## src/rtl/ps2_pkg.sv

```systemverilog
// ---------------------------------------------------------------------------
// ps2_pkg
// Shared definitions for the PS/2 keyboard decoder:
//   - scancode constants for the keys the game controller tracks
//   - frame receiver FSM state encoding
//   - PS2_DATA_BITS, number of data bits in one PS/2 frame
// ---------------------------------------------------------------------------
package ps2_pkg;

    localparam int PS2_DATA_BITS = 8;

    localparam logic [7:0] SC_ENTER = 8'h5A;
    localparam logic [7:0] SC_EXT   = 8'hE0;
    localparam logic [7:0] SC_BREAK = 8'hF0;
    localparam logic [7:0] SC_LEFT  = 8'h6B;
    localparam logic [7:0] SC_RIGHT = 8'h74;
    localparam logic [7:0] SC_UP    = 8'h75;
    localparam logic [7:0] SC_DOWN  = 8'h72;

    typedef enum logic [1:0] {
        ST_IDLE   = 2'd0,
        ST_DATA   = 2'd1,
        ST_PARITY = 2'd2,
        ST_STOP   = 2'd3
    } ps2_state_e;

endpackage

```

## src/rtl/ps2_keyboard_decoder_if.sv

```systemverilog
// ---------------------------------------------------------------------------
// ps2_keyboard_decoder_if
// Bundles the keyboard pins, the decoded key outputs and the debug taps.
//   ps2_clk, ps2_data   raw keyboard pins (driven by the keyboard side)
//   enter_key           level, Enter held
//   key_release         1-cycle pulse, Enter released after being held
//   left/right/up/down  arrow key levels
//   frame_err           1-cycle pulse, frame dropped (parity/stop/timeout)
//   rx_state            frame receiver FSM state (debug)
//   byte_valid          1-cycle pulse, clean byte received (debug)
//   byte_data           the received byte, valid with byte_valid (debug)
// Handshake: byte_valid is a single-cycle strobe with no back-pressure; the
// consumer must take byte_data in the cycle byte_valid is high.
// Modports: master = keyboard/test side, slave = decoder.
// ---------------------------------------------------------------------------
interface ps2_keyboard_decoder_if;
    import ps2_pkg::*;

    logic       ps2_clk;
    logic       ps2_data;
    logic       enter_key;
    logic       key_release;
    logic       left_key;
    logic       right_key;
    logic       up_key;
    logic       down_key;
    logic       frame_err;
    ps2_state_e rx_state;
    logic       byte_valid;
    logic [7:0] byte_data;

    modport master (
        output ps2_clk, ps2_data,
        input  enter_key, key_release, left_key, right_key, up_key, down_key,
        input  frame_err, rx_state, byte_valid, byte_data
    );

    modport slave (
        input  ps2_clk, ps2_data,
        output enter_key, key_release, left_key, right_key, up_key, down_key,
        output frame_err, rx_state, byte_valid, byte_data
    );

endinterface

```

## src/rtl/ps2_rx_frame.sv

```systemverilog
// ---------------------------------------------------------------------------
// ps2_rx_frame
// PS/2 frame receiver: 2-FF synchronizers, ps2_clk glitch filter, falling
// edge strobe, frame FSM (start, 8 data bits LSB first, odd parity, stop)
// and an in-frame inactivity timeout.
// Ports:
//   clk, reset              system clock, synchronous active-high reset
//   ps2_clk_i, ps2_data_i   raw asynchronous keyboard pins
//   byte_valid_o            1-cycle pulse, clean frame received
//   byte_data_o             received byte, valid with byte_valid_o
//   frame_err_o             1-cycle pulse, frame dropped
//   state_o                 current FSM state (debug)
// ---------------------------------------------------------------------------
module ps2_rx_frame
    import ps2_pkg::*;
#(
    parameter int FILTER_LEN     = 8,
    parameter int TIMEOUT_CYCLES = 50000
) (
    input  logic       clk,
    input  logic       reset,
    input  logic       ps2_clk_i,
    input  logic       ps2_data_i,
    output logic       byte_valid_o,
    output logic [7:0] byte_data_o,
    output logic       frame_err_o,
    output ps2_state_e state_o
);

    localparam int FLT_W = $clog2(FILTER_LEN + 1);
    localparam int TMO_W = $clog2(TIMEOUT_CYCLES + 1);

    // Synchronizers reset high so a reset never looks like a clock edge.
    logic clk_s1_q, clk_s2_q, data_s1_q, data_s2_q;

    logic             filt_q, filt_d;
    logic [FLT_W-1:0] filt_cnt_q, filt_cnt_d;
    logic             strobe;

    ps2_state_e       state_q, state_d;
    logic [2:0]       bit_cnt_q, bit_cnt_d;
    logic [7:0]       shift_q, shift_d;
    logic             err_q, err_d;
    logic [TMO_W-1:0] tmo_q, tmo_d;
    logic             byte_valid_q, byte_valid_d;
    logic [7:0]       byte_data_q, byte_data_d;
    logic             frame_err_q, frame_err_d;

    always_ff @(posedge clk) begin
        if (reset) begin
            clk_s1_q  <= 1'b1;
            clk_s2_q  <= 1'b1;
            data_s1_q <= 1'b1;
            data_s2_q <= 1'b1;
        end else begin
            clk_s1_q  <= ps2_clk_i;
            clk_s2_q  <= clk_s1_q;
            data_s1_q <= ps2_data_i;
            data_s2_q <= data_s1_q;
        end
    end

    // Glitch filter: the filtered level follows the synchronized clock only
    // after FILTER_LEN consecutive samples disagree with it. The strobe fires
    // in the cycle the filtered level is about to fall.
    always_comb begin
        filt_d     = filt_q;
        filt_cnt_d = '0;
        strobe     = 1'b0;
        if (clk_s2_q != filt_q) begin
            if (filt_cnt_q == FLT_W'(FILTER_LEN - 1)) begin
                filt_d = clk_s2_q;
                strobe = ~clk_s2_q;
            end else begin
                filt_cnt_d = filt_cnt_q + 1'b1;
            end
        end
    end

    // Frame FSM with timeout. A strobe always takes priority over timeout
    // expiry and clears the counter.
    always_comb begin
        state_d      = state_q;
        bit_cnt_d    = bit_cnt_q;
        shift_d      = shift_q;
        err_d        = err_q;
        tmo_d        = tmo_q;
        byte_valid_d = 1'b0;
        byte_data_d  = byte_data_q;
        frame_err_d  = 1'b0;
        if (strobe) begin
            tmo_d = '0;
            case (state_q)
                ST_IDLE: begin
                    if (!data_s2_q) begin
                        state_d   = ST_DATA;
                        bit_cnt_d = '0;
                        err_d     = 1'b0;
                    end
                end
                ST_DATA: begin
                    shift_d   = {data_s2_q, shift_q[7:1]};
                    bit_cnt_d = bit_cnt_q + 1'b1;
                    if (bit_cnt_q == 3'(PS2_DATA_BITS - 1)) begin
                        state_d = ST_PARITY;
                    end
                end
                ST_PARITY: begin
                    // Odd parity: XOR of data and parity bit must be 1.
                    if ((^shift_q ^ data_s2_q) != 1'b1) begin
                        err_d = 1'b1;
                    end
                    state_d = ST_STOP;
                end
                ST_STOP: begin
                    if (data_s2_q && !err_q) begin
                        byte_valid_d = 1'b1;
                        byte_data_d  = shift_q;
                    end else begin
                        frame_err_d = 1'b1;
                    end
                    state_d = ST_IDLE;
                end
                default: state_d = ST_IDLE;
            endcase
        end else if (state_q != ST_IDLE) begin
            if (tmo_q == TMO_W'(TIMEOUT_CYCLES - 1)) begin
                state_d     = ST_IDLE;
                frame_err_d = 1'b1;
                tmo_d       = '0;
            end else begin
                tmo_d = tmo_q + 1'b1;
            end
        end else begin
            tmo_d = '0;
        end
    end

    always_ff @(posedge clk) begin
        if (reset) begin
            filt_q       <= 1'b1;
            filt_cnt_q   <= '0;
            state_q      <= ST_IDLE;
            bit_cnt_q    <= '0;
            shift_q      <= '0;
            err_q        <= 1'b0;
            tmo_q        <= '0;
            byte_valid_q <= 1'b0;
            byte_data_q  <= '0;
            frame_err_q  <= 1'b0;
        end else begin
            filt_q       <= filt_d;
            filt_cnt_q   <= filt_cnt_d;
            state_q      <= state_d;
            bit_cnt_q    <= bit_cnt_d;
            shift_q      <= shift_d;
            err_q        <= err_d;
            tmo_q        <= tmo_d;
            byte_valid_q <= byte_valid_d;
            byte_data_q  <= byte_data_d;
            frame_err_q  <= frame_err_d;
        end
    end

    assign byte_valid_o = byte_valid_q;
    assign byte_data_o  = byte_data_q;
    assign frame_err_o  = frame_err_q;
    assign state_o      = state_q;

endmodule

```

## src/rtl/ps2_keyboard_decoder.sv

```systemverilog
// ---------------------------------------------------------------------------
// ps2_keyboard_decoder
// Turns PS/2 scancodes into key levels and the Enter release strobe used by
// the game controller.
// Ports:
//   clk, reset   system clock, synchronous active-high reset
//   bus          ps2_keyboard_decoder_if.slave: keyboard pins in, key
//                levels / key_release / frame_err out, debug taps out
// ---------------------------------------------------------------------------
module ps2_keyboard_decoder
    import ps2_pkg::*;
#(
    parameter int FILTER_LEN     = 8,
    parameter int TIMEOUT_CYCLES = 50000
) (
    input  logic                         clk,
    input  logic                         reset,
    ps2_keyboard_decoder_if.slave        bus
);

    logic       byte_valid;
    logic [7:0] byte_data;
    logic       frame_err;
    ps2_state_e rx_state;

    ps2_rx_frame #(
        .FILTER_LEN     (FILTER_LEN),
        .TIMEOUT_CYCLES (TIMEOUT_CYCLES)
    ) u_rx (
        .clk          (clk),
        .reset        (reset),
        .ps2_clk_i    (bus.ps2_clk),
        .ps2_data_i   (bus.ps2_data),
        .byte_valid_o (byte_valid),
        .byte_data_o  (byte_data),
        .frame_err_o  (frame_err),
        .state_o      (rx_state)
    );

    logic ext_q, ext_d;
    logic brk_q, brk_d;
    logic enter_q, enter_d;
    logic key_release_q, key_release_d;
    logic left_q, left_d;
    logic right_q, right_d;
    logic up_q, up_d;
    logic down_q, down_d;

    // Prefix bytes only set flags; any other byte is a key code that consumes
    // them. A make for an already-held key just rewrites the level high.
    always_comb begin
        ext_d         = ext_q;
        brk_d         = brk_q;
        enter_d       = enter_q;
        key_release_d = 1'b0;
        left_d        = left_q;
        right_d       = right_q;
        up_d          = up_q;
        down_d        = down_q;
        if (frame_err) begin
            ext_d = 1'b0;
            brk_d = 1'b0;
        end else if (byte_valid) begin
            if (byte_data == SC_EXT) begin
                ext_d = 1'b1;
            end else if (byte_data == SC_BREAK) begin
                brk_d = 1'b1;
            end else begin
                if (!ext_q) begin
                    if (byte_data == SC_ENTER) begin
                        enter_d       = ~brk_q;
                        key_release_d = brk_q & enter_q;
                    end
                end else begin
                    case (byte_data)
                        SC_LEFT:  left_d  = ~brk_q;
                        SC_RIGHT: right_d = ~brk_q;
                        SC_UP:    up_d    = ~brk_q;
                        SC_DOWN:  down_d  = ~brk_q;
                        default:  ;
                    endcase
                end
                ext_d = 1'b0;
                brk_d = 1'b0;
            end
        end
    end

    always_ff @(posedge clk) begin
        if (reset) begin
            ext_q         <= 1'b0;
            brk_q         <= 1'b0;
            enter_q       <= 1'b0;
            key_release_q <= 1'b0;
            left_q        <= 1'b0;
            right_q       <= 1'b0;
            up_q          <= 1'b0;
            down_q        <= 1'b0;
        end else begin
            ext_q         <= ext_d;
            brk_q         <= brk_d;
            enter_q       <= enter_d;
            key_release_q <= key_release_d;
            left_q        <= left_d;
            right_q       <= right_d;
            up_q          <= up_d;
            down_q        <= down_d;
        end
    end

    assign bus.enter_key   = enter_q;
    assign bus.key_release = key_release_q;
    assign bus.left_key    = left_q;
    assign bus.right_key   = right_q;
    assign bus.up_key      = up_q;
    assign bus.down_key    = down_q;
    assign bus.frame_err   = frame_err;
    assign bus.rx_state    = rx_state;
    assign bus.byte_valid  = byte_valid;
    assign bus.byte_data   = byte_data;

endmodule
```

## src/flat_wrapper.sv

```systemverilog
// flat-port wrapper written by rule: the top's interface ports become plain ports
module ps2_keyboard_decoder_flat import ps2_pkg::*;
#(
    parameter int FILTER_LEN     = 8,
    parameter int TIMEOUT_CYCLES = 50000
)
  (clk, reset, bus_ps2_clk, bus_ps2_data, bus_enter_key, bus_key_release, bus_left_key, bus_right_key, bus_up_key, bus_down_key, bus_frame_err, bus_rx_state, bus_byte_valid, bus_byte_data);
  ps2_keyboard_decoder_if bus_i ();
  input  logic clk;
  input  logic reset;
  input wire logic [$bits(bus_i.ps2_clk)-1:0] bus_ps2_clk;
  input wire logic [$bits(bus_i.ps2_data)-1:0] bus_ps2_data;
  output wire logic [$bits(bus_i.enter_key)-1:0] bus_enter_key;
  output wire logic [$bits(bus_i.key_release)-1:0] bus_key_release;
  output wire logic [$bits(bus_i.left_key)-1:0] bus_left_key;
  output wire logic [$bits(bus_i.right_key)-1:0] bus_right_key;
  output wire logic [$bits(bus_i.up_key)-1:0] bus_up_key;
  output wire logic [$bits(bus_i.down_key)-1:0] bus_down_key;
  output wire logic [$bits(bus_i.frame_err)-1:0] bus_frame_err;
  output wire logic [$bits(bus_i.rx_state)-1:0] bus_rx_state;
  output wire logic [$bits(bus_i.byte_valid)-1:0] bus_byte_valid;
  output wire logic [$bits(bus_i.byte_data)-1:0] bus_byte_data;
  assign bus_i.ps2_clk = bus_ps2_clk;
  assign bus_i.ps2_data = bus_ps2_data;
  assign bus_enter_key = bus_i.enter_key;
  assign bus_key_release = bus_i.key_release;
  assign bus_left_key = bus_i.left_key;
  assign bus_right_key = bus_i.right_key;
  assign bus_up_key = bus_i.up_key;
  assign bus_down_key = bus_i.down_key;
  assign bus_frame_err = bus_i.frame_err;
  assign bus_rx_state = bus_i.rx_state;
  assign bus_byte_valid = bus_i.byte_valid;
  assign bus_byte_data = bus_i.byte_data;
  ps2_keyboard_decoder #(.FILTER_LEN(FILTER_LEN), .TIMEOUT_CYCLES(TIMEOUT_CYCLES)) u_core (.clk(clk), .reset(reset), .bus(bus_i));
endmodule
```

## config.mk

```make
export PLATFORM = sky130hd
export DESIGN_NAME = ps2_keyboard_decoder_flat
export DESIGN_NICKNAME = d
export VERILOG_FILES = /design/src/rtl/ps2_pkg.sv /design/src/rtl/ps2_keyboard_decoder_if.sv /design/src/rtl/ps2_rx_frame.sv /design/src/rtl/ps2_keyboard_decoder.sv /design/src/flat_wrapper.sv
export SDC_FILE = /design/constraint.sdc
export NUM_CORES = 1
export LEC_CHECK = 0
export ABC_AREA = 0
export CAP_MARGIN = 20
export CORE_UTILIZATION = 43
export CTS_CLUSTER_SIZE = 40
export DETAILED_ROUTE_END_ITERATION = 10
export GPL_ROUTABILITY_DRIVEN = 0
export PLACE_DENSITY_LB_ADDON = 0.25
export SYNTH_ARGS = -nofsm -noshare
export SYNTH_HDL_FRONTEND = slang
export SYNTH_SLANG_ARGS = --single-unit
```

## constraint.sdc

```tcl
create_clock -name clk -period 1.5 [get_ports clk]
set_input_delay 0.3 -clock clk [delete_from_list [all_inputs] [get_ports clk]]
set_output_delay 0.3 -clock clk [all_outputs]
set_load 0.02 [all_outputs]
```

==> results of run 1 <==
[worst register-to-register path, cell delays in order (launching register included)]
cell      delay, ns
dfxtp_2        0.35
ha_4           0.16
and3b_1        0.19
nand4b_1       0.18
o22a_2         0.30
nand2b_1       0.16
a21oi_2        0.11
[routing by layer]
metal	up-vias	part of all wire
met5	-	0
met4	0	0.016
met1	925	0.49
li1	1026	-
met2	29	0.45
met3	8	0.038
[worst paths after layout]
path / from / end / slack [ns] / depth (start not counted)
setup / recovery: u_core.u_rx.filt_cnt_q[1] / u_core.u_rx.state_o[1] / -0.01 / 6
hold / removal: u_core.u_rx.data_s1_q / u_core.u_rx.data_s2_q / 0.41 / 1
setup reg to reg: u_core.u_rx.filt_cnt_q[1] / u_core.u_rx.state_o[1] / -0.01 / 6
hold reg to reg: u_core.u_rx.data_s1_q / u_core.u_rx.data_s2_q / 0.41 / 1
[flip-flops by register name (all words and copies together) (netlist names), 2 cells and up]
name / cells
u_core.u_rx.bit_cnt_q: 3
u_core.u_rx.byte_data_o: 8
u_core.u_rx.filt_cnt_q: 4
u_core.u_rx.shift_q: 8
u_core.u_rx.state_o: 2
u_core.u_rx.tmo_q: 16
[stage by stage]
stage          total power (W)  TNS (ns)
2_1_floorplan          0.00158   -0.0954
3_3_place_gp           0.00160     -1.32
3_5_place_dp           0.00160     -1.67
4_1_cts                0.00302   -0.0409
5_1_grt                0.00310    -0.743
6_report               0.00298   -0.0132
[logic make-up (layout without fill, tap and decap cells)]
kind of cell	Yosys count	after routing
multiplexers	19	19
adder cells (fa/ha/maj)	8	8
flip-flops	57	57
buffers and inverters	15	80
AND/OR/NAND/NOR	120	121
AO/OA/AOI/OAI	19	19
XOR/XNOR	25	25
[placed cells by master (no fill, tap or decap), types with 6 or more instances in the layout]
cell,Yosys,routed
nand4_1,6,6
mux2i_1,19,19
ha_1,8,6
dfxtp_1,57,47
xnor2_1,17,17
nand3_1,12,11
buf_4,0,35
xor2_1,8,8
clkbuf_8,0,12
dlygate4sd2_1,0,18
nor2_1,50,50
dfxtp_2,0,8
nand2_1,12,12
[power by group through the flow]
stage / Sequential [W] / Clock, W / Combinational (W)
after floorplan: 0.00155 / 0 / 0.0000281
after global placement: 0.00155 / 0 / 0.0000471
after detailed placement: 0.00155 / 0 / 0.0000481
after CTS: 0.00152 / 0.00145 / 0.0000491
after global routing: 0.00152 / 0.00153 / 0.0000555
final: 0.00152 / 0.00141 / 0.0000497
[cell type report]
type | count | area [sq um]
Clock inverter | 1 | 5.00
Inverter | 7 | 31.3
Sequential cell | 57 | 1160
Multi-Input combinational cell | 192 | 1370
Clock buffer | 15 | 198
Fill cell | 491 | 2220
Tap cell | 72 | 90.1
Timing Repair Buffer | 57 | 462
[what timing repair did]
action,in CTS,in global routing
resized for setup,23,18
hold buffers,0,0
gates cloned,1,0
setup buffers,3,1
pin swaps,6,9
setup endpoints to repair,41,41
==> impl_metrics.ini, run 1 <==
[yosys]
synth_xor_xnor_area_share = 0.0877
yosysSeqAreaShare = 0.457
muxShareOfSynthArea = 0.0762
yosysMostFrequentCell = dfxtp_1
synth_warnings = 0
netlist_top_cells_count = dfxtp_1, nor2_1, mux2i_1, xnor2_1
netlist_area_sq_um = 2500
synth_nets = 275
synth_top_cell_area_share = 0.457
ys_ff_latch = 57
synth_top_family_by_area = simple AND/OR/NAND/NOR gates
synthArstFlopShare = 0
synth_edf_count = 0
synth.distinct_cells = 42
synth.largest_area_cell = dfxtp_1
synth-adder-area-share = 0.0401
synth_compound_area_frac = 0.0556
avgSynthCellArea_sq_um = 9.50
syn_inst = 263
synthFlopType = dfxtp_1
yosys.area_share.simple = 0.250
synthTopCellsByArea = dfxtp_1, mux2i_1, nor2_1

[outcome]
violations = setup timing
outcome = finished, violations left

[placement]
hpwl_mm = 3.47
placedCellCount = 380
place_area_sq_um = 3030
dp_slack_ns = -0.105
portBuffers = 21

[pwr]
power_frac_comb = 0.017
p_sw_frac = 0.205
p_int_w = 0.00237
power.switching_w = 0.000611
clockPowerShare = 0.474
pwr-share-seq = 0.510
p_leak_nw = 1.48
power.density_nw_per_um2 = 900
ir_worst_vdd_mv = 0.561

[sta]
worst_slack_ns = -0.0105
relSlewSlack = 0.767
setup_violations = 2
hold_ws_ns = 0.408
hold_viol = 0
tightest_slew_ns = 0.350
grt_setup_unrepaired = yes
finClkSkew_ns = 0.00375
period_minus_slack_ns = 1.51
finalCritPeriodShare = 1.01
max_freq_mhz = 662
final-max-slew-violation-count = 0

[grt]
antenna_found_initial = 0
grt_max_degree = 28
grtUsageTotal = 0.188
grt_pass1_vias = 1869
grt_pass1_wl_mm = 8.71
grt_remaining_overflow = 0
top_usage_layer = met2
gr-usage-met2 = 0.289
use_met3 = 0.0593
met1_usage = 0.237

[die]
pin_count = 22
start_util = 0.451
die_h_microns = 78.2
std_cell_rows = 27
coreArea_sq_um = 5540
die_x_microns = 78.2
die_area_sq_um = 6120

[setup_path]
end_kind = flop
crit_type = reg -> reg
start_kind = flop
worst_ep_required_time_ns = 1.77
cpLargestDelayFamily = simple AND/OR/NAND/NOR gates
crit_arrival_ns = 1.78
cpMaxStageDelayCell = dfxtp_2
critPathBufInv = 0
crit_fanout = 4
critPathMaxStageDelay_ns = 0.35
path_cells = ha_4, and3b_1, nand4b_1, o22a_2, nand2b_1, a21oi_2

[layout]
design_area_sq_um = 3320
areaGrowthSynthToFinish_pct = 32.9
final_nets = 336
n_antenna_cell = 0
instances_no_fill = 401
layout-drive-gt1-share = 0.261
final_util = 0.599

[cts]
numCtsBuffers = 9
htree_num_levels = 3
cts_root_buf = clkbuf_8
cts_tree = done
clk_latency_ns = 0.34
clockBufferDepth = 2
path_clk_slew_ns = 0.06
clock-sinks = 57

[route]
drt_iter0_drc = 85
drcViolationCount = 0
routedWlPerCell_microns = 12.6
viasPerCell = 4.96
drt_first_pass_iters = 4
postRouteAntennaNets = 0
vias = 1988
totalWireLength_mm = 5.05

[min_path]
hp-class = reg -> reg

[run]
drv_cap = 0
Power figures use the tool's default switching activity.
==> run 2, diff against run 1 <==
- clock period: 1.5 -> 1.89 ns (I/O delays scaled with it)
==> impl_metrics.ini, run 2 (same netlist as run 1, synthesis figures left out) <==
[sta]
finClkSkew_ns = 0.00740
max_freq_mhz = 554
period_minus_slack_ns = 1.81
grt_setup_unrepaired = no
worst_slack_ns = 0.0843
relSlewSlack = 0.754
setup_violations = 0
tns_ns = 0
finalCritPeriodShare = 0.955
tightest_slew_ns = 0.363
final-max-slew-violation-count = 0
hold_viol = 0

[layout]
regMostFlops = u_core.u_rx.tmo_q
mostFrequentLayoutCells = dfxtp_1, nor2_1, clkdlybuf4s50_1
num-fill-cells = 535
instances_no_fill = 373
areaGrowthSynthToFinish_pct = 19.9
largest_register_ffs = 16
final_common_cell = dfxtp_1
n_antenna_cell = 0
layout-drive-gt1-share = 0.110
final_util = 0.540
final_nets = 308

[cts]
cts_resized = 0
path_clk_slew_ns = 0.06
htree_num_levels = 3
ctsHoldBuffers = 0
clockBufferDepth = 2
post_cts_buffers = 0
cts_tree = done
clock-sinks = 57
numCtsBuffers = 9
cts_root_buf = clkbuf_8
clk_latency_ns = 0.33

[setup_path]
critPathBufInv = 1
crit_arrival_ns = 1.43
end_kind = output pin
path_cells = clkdlybuf4s50_1
cpMaxStageDelayCell = clkdlybuf4s50_1
start_kind = flop
crit_fanout = 7
crit_type = reg -> out
cpLargestDelayFamily = buffers and inverters
critPathMaxStageDelay_ns = 0.65
worst_ep_required_time_ns = 1.51

[die]
die_area_sq_um = 6120
start_util = 0.451
die_h_microns = 78.2
pin_count = 22
die_x_microns = 78.2
coreArea_sq_um = 5540
std_cell_rows = 27

[grt]
grtUsageTotal = 0.165
antenna_found_initial = 0
grt_max_degree = 38
grt_remaining_overflow = 0
grt_pass1_wl_mm = 7.78
grt_pass1_vias = 1665

[route]
viasPerCell = 4.98
routedWlPerCell_microns = 12.1
vias = 1859
totalWireLength_mm = 4.50
postRouteAntennaNets = 0
drcViolationCount = 0
drt_iter0_drc = 63
drt_first_pass_iters = 4

[pwr]
p_leak_nw = 1.20
power.density_nw_per_um2 = 750
ir_worst_vdd_mv = 0.437

[outcome]
outcome = finished, final reports clean

[min_path]
hp-class = reg -> reg

[placement]
dp_slack_ns = 0.173
portBuffers = 21
hpwl_mm = 3.14
placedCellCount = 357

[run]
drv_cap = 0
==> run 2: changes by cell type in the layout (fill, tap and decap cells not counted), sizes merged <==
cell           before  now
buf                36    9
clkdlybuf4s50       3   21
dlygate4sd2        18    0
clkbuf             15   13
clkinv              1    3
or4                 2    1
==> run 2: area by class of cell <==
type / count / area (sq um) / area share
flip-flops and latches: 57 / 1140 / 0.381
repair buffers: 30 / 290 / 0.0969
clock buffers: 13 / 159 / 0.0531
inverters: 7 / 26.3 / 0.00878
well taps: 72 / 90.1 / 0.0301
multi-input cells: 191 / 1270 / 0.425
clock inverters: 3 / 15.0 / 0.00501
==> run 2: through the flow <==
stage	hold WS (ns)	instance area, sq um	total power (W)
2_1_floorplan	0.389	2500	0.00126
3_3_place_gp	0.392	2820	0.00127
3_5_place_dp	0.399	2820	0.00127
4_1_cts	0.411	2990	0.00228
5_1_grt	0.429	2990	0.00234
6_report	0.409	2990	0.00224
==> run 2: final timing paths <==
kind	depth (start not counted)	start	to	slack, ns
setup / recovery	1	u_core.u_rx.byte_data_o[4]	bus_byte_data[4]	0.08
hold / removal	1	u_core.u_rx.data_s1_q	u_core.u_rx.data_s2_q	0.41
setup reg to reg	6	u_core.u_rx.filt_cnt_q[0]	u_core.u_rx.bit_cnt_q[2]	0.16
hold reg to reg	1	u_core.u_rx.data_s1_q	u_core.u_rx.data_s2_q	0.41
==> run 2: worst reg2reg max path, stage by stage (launching register included) <==
cell and delay, ns:
dfxtp_1 0.36, ha_1 0.26, nand3b_4 0.14, a211oi_4 0.36
o21ai_0 0.24, a32oi_1 0.21, nor2_1 0.05
==> run 2: per-layer routing <==
metal / wire [microns] / vias up / GRT usage / share of wire
li1: - / 966 / - / -
met1: 2300 / 854 / 0.222 / 0.51
met2: 1930 / 30 / 0.233 / 0.43
met3: 177 / 9 / 0.0488 / 0.039
met4: 84 / 0 / 0.0944 / 0.019
met5: 0 / - / 0 / 0
==> run 2: power by group <==
| group | switching (W) | total [W] | leakage [nW] | internal [W] |
|---|---|---|---|---|
| logic | 0.0000183 | 0.0000326 | 0.650 | 0.0000143 |
| clock network | 0.000461 | 0.00100 | 0.0932 | 0.000541 |
| registers | 0.00000384 | 0.00121 | 0.460 | 0.00121 |
| total | 0.000483 | 0.00224 | 1.20 | 0.00176 |
